===== src/rtl/reg_display_pkg.sv =====
// Shared types and constants for the 7-segment register display path.
// Segment patterns are active-low, bit6 = g .. bit0 = a.
package reg_display_pkg;

    typedef logic [6:0] seg_t;

    localparam seg_t SEG_BLANK   = 7'h7F;
    localparam int   NUM_DISPLAYS = 6;
    localparam int   DATA_DIGITS  = 8;

    localparam seg_t HEX_SEG_TABLE [16] = '{
        7'h40, 7'h79, 7'h24, 7'h30,
        7'h19, 7'h12, 7'h02, 7'h78,
        7'h00, 7'h10, 7'h08, 7'h03,
        7'h46, 7'h21, 7'h06, 7'h0E
    };

    function automatic seg_t hex_to_seg(input logic [3:0] nibble);
        return HEX_SEG_TABLE[nibble];
    endfunction

endpackage


===== src/rtl/hex7seg_decoder.sv =====
// Combinational hex digit to active-low 7-segment decoder.
module hex7seg_decoder
    import reg_display_pkg::*;
(
    input  logic [3:0] nibble,
    output logic [6:0] seg
);

    assign seg = hex_to_seg(nibble);

endmodule


===== src/rtl/reg32_hex_scroller.sv =====
// Scrolls a 32-bit word as 8 hex digits (plus a blank gap) across HEX5..HEX0.
// Any change of D restarts the scroll at the most significant nibble.
module reg32_hex_scroller
    import reg_display_pkg::*;
#(
    parameter int TICK_DIV = 25000000,
    parameter int GAP      = 2
) (
    input  logic        clock,
    input  logic        reset,
    input  logic [31:0] D,
    input  logic        hold,
    output logic [6:0]  HEX5,
    output logic [6:0]  HEX4,
    output logic [6:0]  HEX3,
    output logic [6:0]  HEX2,
    output logic [6:0]  HEX1,
    output logic [6:0]  HEX0
);

    localparam int SEQ_LEN = DATA_DIGITS + GAP;
    localparam int CNT_W   = (TICK_DIV > 1) ? $clog2(TICK_DIV) : 1;
    localparam int POS_W   = $clog2(SEQ_LEN);

    localparam logic [CNT_W-1:0] TICK_LAST = CNT_W'(TICK_DIV - 1);
    localparam logic [POS_W-1:0] POS_LAST  = POS_W'(SEQ_LEN - 1);

    logic [31:0]      shadow;
    logic [POS_W-1:0] pos;
    logic [CNT_W-1:0] tick_cnt;
    logic             word_change;
    logic             tick_wrap;

    logic [NUM_DISPLAYS-1:0][6:0] seg_bus;

    assign word_change = (D != shadow);
    assign tick_wrap   = (tick_cnt == TICK_LAST);

    // A word change wins over both hold and a coincident tick wrap.
    always_ff @(posedge clock) begin
        if (reset) begin
            shadow   <= '0;
            pos      <= '0;
            tick_cnt <= '0;
        end else if (word_change) begin
            shadow   <= D;
            pos      <= '0;
            tick_cnt <= '0;
        end else if (!hold) begin
            if (tick_wrap) begin
                tick_cnt <= '0;
                pos      <= (pos == POS_LAST) ? '0 : pos + POS_W'(1);
            end else begin
                tick_cnt <= tick_cnt + CNT_W'(1);
            end
        end
    end

    for (genvar k = 0; k < NUM_DISPLAYS; k++) begin : g_digit
        logic [4:0] raw_idx;
        logic [4:0] seq_idx;
        logic [2:0] nib_sel;
        logic [3:0] nib;
        logic       blank;
        logic [6:0] dec_seg;
        logic [6:0] seg_q;

        // Display k shows sequence entry (pos + 5 - k) mod SEQ_LEN; one
        // subtraction suffices because the raw index stays below 2*SEQ_LEN.
        always_comb begin
            raw_idx = 5'(pos) + 5'(NUM_DISPLAYS - 1 - k);
            seq_idx = (raw_idx >= 5'(SEQ_LEN)) ? raw_idx - 5'(SEQ_LEN) : raw_idx;
            blank   = (seq_idx >= 5'(DATA_DIGITS));
            nib_sel = 3'd7 - seq_idx[2:0];
            nib     = shadow[{nib_sel, 2'b00} +: 4];
        end

        hex7seg_decoder u_dec (
            .nibble (nib),
            .seg    (dec_seg)
        );

        always_ff @(posedge clock) begin
            if (reset) begin
                seg_q <= SEG_BLANK;
            end else begin
                seg_q <= blank ? SEG_BLANK : dec_seg;
            end
        end

        assign seg_bus[k] = seg_q;
    end

    assign HEX0 = seg_bus[0];
    assign HEX1 = seg_bus[1];
    assign HEX2 = seg_bus[2];
    assign HEX3 = seg_bus[3];
    assign HEX4 = seg_bus[4];
    assign HEX5 = seg_bus[5];

endmodule


===== config.mk =====
export PLATFORM = sky130hd
export DESIGN_NAME = reg32_hex_scroller
export DESIGN_NICKNAME = d
export VERILOG_FILES = /design/src/rtl/reg_display_pkg.sv /design/src/rtl/hex7seg_decoder.sv /design/src/rtl/reg32_hex_scroller.sv
export SDC_FILE = /design/constraint.sdc
export NUM_CORES = 1
export LEC_CHECK = 0
export ABC_AREA = 1
export BUFFER_PORTS_ARGS = -buffer_cell sky130_fd_sc_hd__buf_2
export CAP_MARGIN = 15
export CORE_ASPECT_RATIO = 0.8
export CORE_MARGIN = 1
export CORE_UTILIZATION = 49
export CTS_CLUSTER_SIZE = 25
export DETAILED_ROUTE_END_ITERATION = 8
export HOLD_SLACK_MARGIN = 0.06
export PLACE_DENSITY = 0.82
export SYNTH_ARGS = -nofsm -noshare
export SYNTH_HDL_FRONTEND = slang
export SYNTH_SLANG_ARGS = --single-unit

===== constraint.sdc =====
create_clock -name clock -period 3.4 [get_ports clock]
set_input_delay 0.68 -clock clock [delete_from_list [all_inputs] [get_ports clock]]
set_output_delay 0.68 -clock clock [all_outputs]
set_load 0.03 [all_outputs]

==> key figures, run 1 <==
Outcome
  • Status: completed

Drt
  • Drt pass-1 iters: 5
  • Final ANT Viol Nets: 0
  • Residual DRC: 0
  • Wire length per cell: 12.7 um
  • Final wirelength: between 15000 and 20000 um
  • Starting DRT DRC Count: a little over 600
  • Via count: 7582
  • Vias/cell: 5.21

Cells and area
  • Ant diodes: 0
  • Non-filler instance count after layout: 1456
  • Layout cells sized above 1: 0.138
  • Filler cells: 1453
  • Multi-input logic area: 0.00467 mm^2
  • P&R area growth vs syn: 11.8%
  • Nets@finish: between 1000 and 1500
  • Reg area: 0.00206 mm^2

Floorplanning
  • Core Region: 0.0150 mm^2
  • Die Area: 0.0159 mm^2
  • I/O Pins: 77
  • Die width: roughly 140 um
  • Cell row count: 40
  • Die Ht: approximately 110 um
  • Starting Density: 0.501

Place
  • Final Wtd Congestion: roughly 0.92
  • Port-buffer cells: 76
  • Placed instance count: 1440
  • HPWL Detailed: 14400 um

GRT
  • Largest net degree at the start of global routing: 53
  • Met2 Track Usage GR: 0.378
  • First-pass GRT wire length: 30800 um
  • GR Layer Usage met1: 0.339
  • GRT overflow: 0
  • GR peak layer: met2
  • Met3 Track Usage GR: 0.0394
  • Initial antenna violation count: 0
  • Total track usage: 0.241
  • Number of global-route vias before repair: 6546

Setup path
  • Crit-path max FO: 14
  • CP Launch Type: flip-flop
  • CP Capture Type: flip-flop
  • CP required: 3640 ps
  • Reg-to-Reg Start: pos[3]
  • Critical path type: reg2reg
  • Setup slack, reg-to-reg: between 200 and 300 ps
  • Data arrival, critical path: 3350 ps
  • R2R Path End: HEX1[0]
  • Reg2reg path depth: 14

Yosys
  • Syn avg cell area: 6.36 um^2
  • XOR/XNOR Fraction of Synth Area: 0.0333
  • Post-synthesis async set-or-reset flop share: 0
  • Post-synth cell types: between 40 and 50
  • Combinational family with the most area after synthesis: simple AND/OR/NAND/NOR gates
  • Ranking of synthesized cells by area: dfxtp_1 27%, nand2_1 19%, ha_1 9.3%, nand3_1 8.6%, inv_1 7.8%
  • Area of the mapped netlist: approximately 0.0075 mm^2
  • Flops & latches, synth: 103
  • Mapped Cells: 1183
  • Syn Nets: 1275
  • Synth Flop Type: dfxtp_1
  • Adder and majority cell fraction of the synthesized area: 0.0958
  • Seq/Total Area, Yosys: 0.274
  • Count leader, synth: nand2_1
  • Synth top cells by count: 371 x nand2_1, 156 x inv_1, 130 x nand3_1
  • Compound-Gate Fraction of Synth Area: 0.0896
  • Post-synth EDFFs: 0
  • Post-synthesis mux area share: 0.00133
  • Synth warn: 0
  • Yosys top cell by area: dfxtp_1
  • Synth Area in Simple Gates: 0.401
  • Post-synth top area share: 0.274

Timing
  • Crit path time final: between 3000 and 4000 ps
  • Transition time of the tightest slew-check pin: 868 ps
  • Max_slew headroom: 0.415
  • Fin. Hold Viols: 0
  • Final setup fails: 0
  • Period utilization: 0.912
  • Max-slew violation count: 0
  • Fmax: 322 MHz
  • Clk_skew: roughly 13 ps
  • RSZ-0062 raised after global routing: no
  • Fin Setup TNS: 0 ps

Clocking
  • CTS resizes: 0
  • Clock tree sinks: 103
  • CTS Hold Buffers Added: 0
  • CTS Buf Count: 9
  • CTS root buffer: clkbuf_16
  • Worst-path clk slew: 80 ps
  • Post-CTS Repair Setup Buffers: 0
  • CTS tree: done
  • H-Tree Level Count: 3
  • Max clock buf depth: 2
  • Clk_lat worst skew: 370 ps

Min path
  • Hold Crit Class: reg2reg
  • HP Start: tick_cnt[12]
  • Hold Path Sink: tick_cnt[12]
  • Hold depth: 2

Power
  • Power per standard cell area: 337 mW/mm^2
  • VDD IR max: approximately 280 uV
  • Leakage power: 4.12 nW

Job
  • Max cap viols: 0
-- flip-flops by register name, summed over array words and instances (netlist names) --
| register | flops |
|---|---|
| HEX4 | 7 |
| HEX0 | 7 |
| tick_cnt | 25 |
| pos | 4 |
| HEX3 | 7 |
| shadow | 32 |
| HEX1 | 7 |
| HEX2 | 7 |
| HEX5 | 7 |
-- final cells by class --
class / instances / area share
multi-input cells: 887 / 0.555
flip-flops and latches: 103 / 0.245
inverters: 171 / 0.0769
repair buffers: 90 / 0.0577
well taps: 189 / 0.0281
clock buffers: 9 / 0.0268
clock inverters: 7 / 0.0104
-- worst max-delay path by stage --
stage,from,endpoint,slack [ps],depth (start not counted)
after global routing,pos[3],HEX1[3],9,15
after detailed placement,pos[3],HEX1[0],370,15
after global placement,pos[3],HEX1[0],430,13
after floorplan,pos[1],HEX4[3],140,22
after CTS,pos[3],HEX1[5],340,16
final,pos[3],HEX1[0],300,14
-- routing by layer --
metal  up-vias  routed length [um]
li1       3914                   -
met1      3396                8830
met2       249                8010
met3        23                1370
met4         0                 274
met5         -                   0
-- power breakdown --
part | internal, mW | switching (mW)
Sequential | 1.27 | 0.0247
Combinational | 0.152 | 0.329
Clock | 0.529 | 0.536
Total | 1.95 | 0.890
-- worst max-delay path, cell delays in order (launching register included) --
cell and delay (ps):
dfxtp_1 720, ha_1 370, inv_1 70, nand3_1 70, nand2_1 200, inv_1 110, nand2_1 70, nand2_1 220
o211ai_1 280, nand2_1 200, ha_1 310, o21ai_0 180, inv_1 70, nand2_1 60, nand3_1 60
-- placed cells by master (no fill, tap or decap), types with 8 or more instances in the layout --
master	n
nand3_2	8
inv_2	12
buf_2	76
buf_4	14
o21ai_0	49
a21oi_1	21
inv_1	156
nand4_1	19
ha_1	56
xor2_1	12
nand2_2	24
nor3_1	14
dfxtp_1	102
nor2_1	97
o211ai_1	18
xnor2_1	11
nand2_1	371
nand3_1	130
clkbuf_16	9
-- kinds of logic after synthesis --
logic type	after synthesis
DFF	103
adders and majority gates	57
xor gates and xnor gates	26
and+or+nand+nor	689
buffers and inverters	193
AOI/OAI and AO/OA	114
muxes	1
-- per-stage QoR --
step | setup WS [ps] | power, mW | cell area [um^2] | hold WS, ps | util
after floorplan | 139 | 1.65 | 7530 | 455 | -
after global placement | 426 | 1.79 | 8100 | 475 | 0.540
after global routing | 9.46 | 2.97 | 8420 | 521 | 0.561
after CTS | 339 | 2.86 | 8420 | 488 | 0.561
final | 298 | 2.84 | 8420 | 489 | 0.561
after detailed placement | 368 | 1.80 | 8100 | 475 | 0.540
No activity file was read; power rests on OpenSTA's default activity.
==> inputs of run 2 (changes only) <==
BUFFER_PORTS_ARGS = -buffer_cell sky130_fd_sc_hd__buf_4   (was -buffer_cell sky130_fd_sc_hd__buf_2)
==> run 2 against run 1 <==
Net effect:
- first-iteration DRC count rose by 4.0%
- total power increased by 0.25%
- clock skew decreased by 2.8 ps
- register-to-register slack gained 90 ps
- via count down 0.90%
- final area grew 2.2%
- sequential share of layout area down 0.50 points
==> key figures, run 2 (synthesis results as in run 1) <==
Outcome
  • Status: completed

Floorplanning
  • Die Ht: 113 um (unchanged)
  • Starting Density: 0.501 (unchanged)
  • Die width: 141 um (unchanged)
  • Die Area: 0.0159 mm^2 (unchanged)
  • I/O Pins: 77 (unchanged)
  • Cell row count: 40 (unchanged)
  • Core Region: 0.0150 mm^2 (unchanged)

Job
  • Max cap viols: 0 (unchanged)

Cells and area
  • Final Util: 0.573 (+0.0121)
  • Most common cell after layout, fill and taps aside: nand2_1
  • P&R area growth vs syn: 14.2%
  • Ant diodes: 0 (unchanged)
  • Finished layout cell area: 0.00860 mm^2 (+2.2%)
  • Layout cells sized above 1: 0.139 (+0.000789)
  • Most frequent cells in the layout: 371 x nand2_1, 156 x inv_1, 130 x nand3_1
  • Filler cells: 1425 (-1.9%)
  • Nets@finish: 1354 (unchanged)
  • Top Registers: shadow: 32 flops, tick_cnt: 25 flops
  • Most flop-heavy register: shadow
  • Max reg flops: 32 (unchanged)

Timing
  • Max_slew headroom: 0.444 (+0.0283)
  • Final setup fails: 0 (unchanged)
  • Fin Setup TNS: 0 ps (unchanged)
  • Clk_skew: 10.3 ps (-2.77 ps)
  • Transition time of the tightest slew-check pin: 826 ps (-42.0 ps)
  • Fmax: 332 MHz (+2.9%)
  • RSZ-0062 raised after global routing: no
  • Max-slew violation count: 0 (unchanged)
  • Period utilization: 0.887 (-0.0254)
  • Fin. Hold Viols: 0 (unchanged)
  • Crit path time final: 3020 ps (-86.5 ps)
  • Min Hold Slack: 499 ps (+10.3 ps)

Power
  • Part of the power in registers: 0.455 (about the same)
  • Power per standard cell area: 331 mW/mm^2 (-1.9%)
  • Sw frac: 0.306 (-0.00727)
  • Leakage power: 4.20 nW (+1.8%)
  • VDD IR max: 240 uV (-14%)
  • Clock Power Share: 0.365 (-0.010)
  • Comb pwr share: 0.180 (+0.011)
  • Int Pwr: 1.97 mW (+1.3%)
  • Reported net switching power: 0.871 mW (-2.1%)

Setup path
  • Setup slack, reg-to-reg: 380 ps (+90 ps)
  • Most frequent CP cell: nand2_1
  • Crit path launch: pos[0]
  • Data arrival, critical path: 3270 ps (-80 ps)
  • CP required: 3660 ps (+20 ps)
  • Crit path cell chain: ha_1, xnor2_2, inv_2, ha_1, nand2_1, nand3_2, nand2_4, nand2_1, nand2_2, nand2_1, nand3_1, nand2_1, ha_1, inv_1, nor2_1, a21oi_1, nand2_1
  • Max incr delay on CP: 370 ps (-350 ps)
  • Critical path type: reg2reg
  • Crit-path max FO: 8 (-6)
  • Reg2reg path depth: 17 (+3)
  • Slowest CP cell: dfxtp_2
  • CP Launch Type: flip-flop
  • CP Capture Type: flip-flop
  • Reg-to-Reg Start: pos[0]
  • Setup crit end: HEX0[1]
  • R2R Path End: HEX0[1]

Place
  • Port-buffer cells: 76 (unchanged)
  • HPWL Detailed: 14200 um (-1.3%)
  • Placed cell area: 0.00829 mm^2 (+2.3%)
  • Final Wtd Congestion: 0.945 (+3.2%)

Clocking
  • Max clock buf depth: 2 (unchanged)
  • CTS Buf Count: 9 (unchanged)
  • CTS root buffer: clkbuf_16
  • Worst-path clk slew: 80 ps (about the same)
  • Clk_lat worst skew: 360 ps (about the same)
  • Clock tree sinks: 103 (unchanged)
  • H-Tree Level Count: 3 (unchanged)
  • CTS tree: done

GRT
  • Number of global-route vias before repair: 6581 (+0.53%)
  • First-pass GRT wire length: 30600 um (-0.54%)
  • Total track usage: 0.238 (-0.00285)
  • Largest net degree at the start of global routing: 53 (unchanged)
  • GRT overflow: 0 (unchanged)
  • Initial antenna violation count: 0 (unchanged)

Drt
  • Via count: 7514 (-0.90%)
  • Wire length per cell: 12.5 um (-1.7%)
  • Vias/cell: 5.16 (-0.90%)
  • Final wirelength: 18200 um (-1.7%)
  • Starting DRT DRC Count: 645 (+4.0%)
  • Drt pass-1 iters: 5 (unchanged)
  • Residual DRC: 0 (unchanged)
  • Final ANT Viol Nets: 0 (unchanged)

Min path
  • Hold Crit Class: reg2reg
==> run 2: cell counts in the layout (fill, tap and decap cells not counted) <==
Identical to the previous run, type by type.
==> run 2: timing repair <==
item                                   CTS  global route
endpoints found under the hold margin    0             0
gates resized for setup                  0             1
setup endpoints to repair                0             4
hold buffers                             0             0
setup buffers                            0             0
==> run 2: area by class of cell <==
class	instances	area, um^2	area share
clock buffers	9	225	0.0262
clock inverters	7	77.6	0.00902
inverters	171	647	0.0752
multi-input cells	887	4670	0.543
flip-flops and latches	103	2060	0.240
well taps	189	236	0.0275
repair buffers	90	676	0.0786
==> run 2: worst max-delay path, delay by kind of cell (launching register included) <==
kind                       cells  cell delay, ps
xor gates and xnor gates       1             340
adders and majority gates      3             850
and+or+nand+nor               10            1020
buffers and inverters          2             180
DFF                            1             370
AOI/OAI and AO/OA              1             130
==> run 2: how the worst min path moves through the flow <==
stage                       startpoint           end  slack, ps  depth (start not counted)
after floorplan           tick_cnt[12]  tick_cnt[12]        460                          2
after global placement    tick_cnt[21]  tick_cnt[21]        480                          2
after detailed placement  tick_cnt[21]  tick_cnt[21]        490                          2
after CTS                 tick_cnt[21]  tick_cnt[21]        500                          2
after global routing      tick_cnt[21]  tick_cnt[21]        530                          2
final                     tick_cnt[21]  tick_cnt[21]        500                          2
==> run 2: power groups by stage <==
stage / Combinational (mW) / Sequential [mW] / Clock (mW)
after global routing: 0.567 / 1.30 / 1.12
after detailed placement: 0.507 / 1.32 / 0
after CTS: 0.509 / 1.29 / 1.06
after floorplan: 0.251 / 1.40 / 0
after global placement: 0.500 / 1.32 / 0
final: 0.511 / 1.29 / 1.04
==> run 2: stage by stage <==
step | power [mW] | std cells | worst slack, ps
finish | 2.84 | 1456 | 385
global route | 2.99 | 1456 | 130
CTS | 2.87 | 1456 | 301
detailed placement | 1.83 | 1440 | 320
global placement | 1.82 | 1440 | 420
floorplan | 1.65 | 1183 | 139
==> run 2: per-layer routing <==
layer  up-vias  track usage  wire length (um)
li1       3922            -                 -
met3        18       0.0584              1460
met4         0       0.0616               282
met2       247        0.369              7750
met5         -            0                 0
met1      3327        0.329              8690
==> inputs of run 3 (changes only) <==
CORE_ASPECT_RATIO = 1.4   (was 0.8)
==> run 3 against run 2 <==
Net effect:
- clock power barely moved
- total power is 0.93% higher
- sequential share of layout area is essentially flat
- non-clock buffer count is 3 lower
- final area hardly changed
- combinational power about the same
- cell count unchanged
- wire length grew 0.85%
- fmax down 3.0%
- critical endpoint is now HEX2[3]
==> key figures, run 3 (synthesis results as in run 1) <==
Clocking
  • CTS Hold Buffers Added: 0 (unchanged)
  • Max clock buf depth: 2 (unchanged)
  • Clk_lat worst skew: 360 ps (about the same)
  • H-Tree Level Count: 3 (unchanged)
  • CTS root buffer: clkbuf_16
  • CTS tree: done
  • CTS Buf Count: 9 (unchanged)
  • Worst-path clk slew: 80 ps (about the same)
  • Clock tree sinks: 103 (unchanged)

Power
  • Tot Pwr: 2.87 mW (+0.93%)
  • Leakage power: 4.19 nW (-0.20%)
  • Reported net switching power: 0.892 mW (+2.3%)
  • VDD IR max: 230 uV (-4.1%)
  • Part of the power in registers: 0.451 (-0.004)
  • Sw frac: 0.311 (+0.00427)
  • Comb pwr share: 0.177 (-0.003)
  • Power per standard cell area: 334 mW/mm^2 (+0.88%)
  • Int Pwr: 1.98 mW (+0.31%)
  • Clock Power Share: 0.372 (+0.007)

Drt
  • Vias/cell: 5.16 (about the same)
  • Drt pass-1 iters: 5 (unchanged)
  • Starting DRT DRC Count: 404 (-37%)
  • Via count: 7511 (-0.040%)
  • Wire length per cell: 12.6 um (+0.85%)
  • Residual DRC: 0 (unchanged)
  • Final ANT Viol Nets: 0 (unchanged)
  • Final wirelength: 18300 um (+0.85%)

Setup path
  • Data arrival, critical path: 3360 ps (+90 ps)
  • Max incr delay on CP: 620 ps (+250 ps)
  • Reg2reg path depth: 19 (+2)
  • Setup slack, reg-to-reg: 290 ps (-90 ps)
  • Critical path type: reg2reg
  • Reg-to-Reg Start: pos[2]
  • CP required: 3650 ps (about the same)
  • CP Launch Type: flip-flop
  • Most frequent CP cell: nand2_1
  • Crit path cell chain: buf_4, xnor2_1, inv_1, ha_1, nand2_1, nand2_1, nand3_2, nand2_4, nand2_2, nand2_2, nand2_1, nand3_1, nand2_1, inv_1, ha_1, nand3_1, nand3_1, nand2_1, nand2_1
  • Slowest CP cell: dfxtp_1
  • Crit-path max FO: 8 (unchanged)
  • CP Capture Type: flip-flop
  • R2R Path End: HEX2[3]

Cells and area
  • Layout cells sized above 1: 0.136 (-0.00283)
  • Nets@finish: 1351 (-0.22%)
  • Ant diodes: 0 (unchanged)
  • Top Registers: shadow: 32 flops, tick_cnt: 25 flops
  • Most frequent cells in the layout: 371 x nand2_1, 156 x inv_1, 130 x nand3_1
  • Max reg flops: 32 (unchanged)
  • Most flop-heavy register: shadow
  • Filler cells: 1473 (+3.4%)
  • P&R area growth vs syn: 14.3% (about the same)
  • Most common cell after layout, fill and taps aside: nand2_1

Floorplanning
  • I/O Pins: 77 (unchanged)
  • Die Area: 0.0159 mm^2 (about the same)
  • Cell row count: 53 (+33%)
  • Starting Density: 0.502 (+0.000921)
  • Core Region: 0.0150 mm^2 (-0.18%)
  • Die Ht: 149 um (+32%)
  • Die width: 107 um (-24%)

Timing
  • Transition time of the tightest slew-check pin: 809 ps (-16.7 ps)
  • Fin Setup TNS: 0 ps (unchanged)
  • Period utilization: 0.914 (+0.0273)
  • Clk_skew: 11.0 ps (+0.732 ps)
  • Max_slew headroom: 0.455 (+0.0113)
  • Final setup fails: 0 (unchanged)
  • Crit path time final: 3110 ps (+92.7 ps)
  • Fmax: 322 MHz (-3.0%)
  • Min Hold Slack: 495 ps (-4.13 ps)
  • Fin. Hold Viols: 0 (unchanged)
  • Max-slew violation count: 0 (unchanged)
  • RSZ-0062 raised after global routing: no

GRT
  • First-pass GRT wire length: 30500 um (-0.54%)
  • Largest net degree at the start of global routing: 52 (-1.9%)
  • Total track usage: 0.235 (-0.00264)
  • Number of global-route vias before repair: 6830 (+3.8%)
  • GRT overflow: 0 (unchanged)
  • Initial antenna violation count: 0 (unchanged)

Job
  • Max cap viols: 0 (unchanged)

Outcome
  • Status: completed

Place
  • HPWL Detailed: 14100 um (-0.32%)
  • Final Wtd Congestion: 0.974 (+3.1%)
  • Port-buffer cells: 76 (unchanged)

Min path
  • Hold Path Sink: tick_cnt[21]
  • HP Start: tick_cnt[21]
  • Hold Crit Class: reg2reg
  • Hold depth: 2 (unchanged)
==> run 3: metrics by stage <==
| stage | instance area, um^2 | util | instances | setup slack (ps) |
|---|---|---|---|---|
| floorplan | 7530 | - | 1183 | 139 |
| global placement | 8280 | 0.552 | 1440 | 429 |
| detailed placement | 8280 | 0.552 | 1440 | 343 |
| CTS | 8590 | 0.573 | 1456 | 310 |
| global route | 8600 | 0.574 | 1456 | 0.906 |
| finish | 8600 | 0.574 | 1456 | 292 |
==> run 3: worst max path at each step <==
stage | slack (ps) | endpoint | cells past startpoint | from
after floorplan | 140 | HEX4[3] | 22 | pos[1]
after detailed placement | 340 | HEX0[5] | 19 | pos[0]
after global routing | 0.9 | HEX2[0] | 18 | pos[2]
after global placement | 430 | HEX4[3] | 20 | pos[0]
after CTS | 310 | HEX0[5] | 19 | pos[0]
final | 290 | HEX2[3] | 19 | pos[2]
==> run 3: final cells by class <==
cell class / instances / area (um^2) / area share
tap: 192 / 240 / 0.0279
clock inverter: 7 / 90.1 / 0.0105
multi-input combinational: 887 / 4680 / 0.544
sequential: 103 / 2060 / 0.240
timing repair buffer: 87 / 653 / 0.0759
inverter: 171 / 647 / 0.0752
clock buffer: 9 / 225 / 0.0262
==> run 3: power by group through the flow <==
| stage | logic (mW) | clock network [mW] | registers (mW) |
|---|---|---|---|
| 6_report | 0.508 | 1.07 | 1.29 |
| 5_1_grt | 0.563 | 1.14 | 1.30 |
| 4_1_cts | 0.507 | 1.08 | 1.29 |
| 3_5_place_dp | 0.506 | 0 | 1.32 |
| 3_3_place_gp | 0.500 | 0 | 1.32 |
| 2_1_floorplan | 0.251 | 0 | 1.40 |
==> run 3: timing repair <==
item | in CTS | in global routing
endpoints found under the setup margin | 0 | 1
gates resized for setup | 0 | 1
hold endpoints to repair | 0 | 0
buffers inserted | 0 | 0
==> run 3: layer usage <==
layer / track usage / up-vias / routed length [um]
met3: 0.0285 / 39 / 824
met5: 0 / - / 0
li1: - / 3908 / -
met4: 0.101 / 0 / 558
met2: 0.432 / 186 / 9300
met1: 0.270 / 3378 / 7650
==> run 3: worst max-delay path, delay by kind of cell (launching register included) <==
kind | cells | cell delay [ps]
AND/OR/NAND/NOR | 13 | 1180
adder cells (fa/ha/maj) | 2 | 470
flip-flops | 1 | 620
XOR/XNOR | 1 | 190
buffers and inverters | 3 | 520
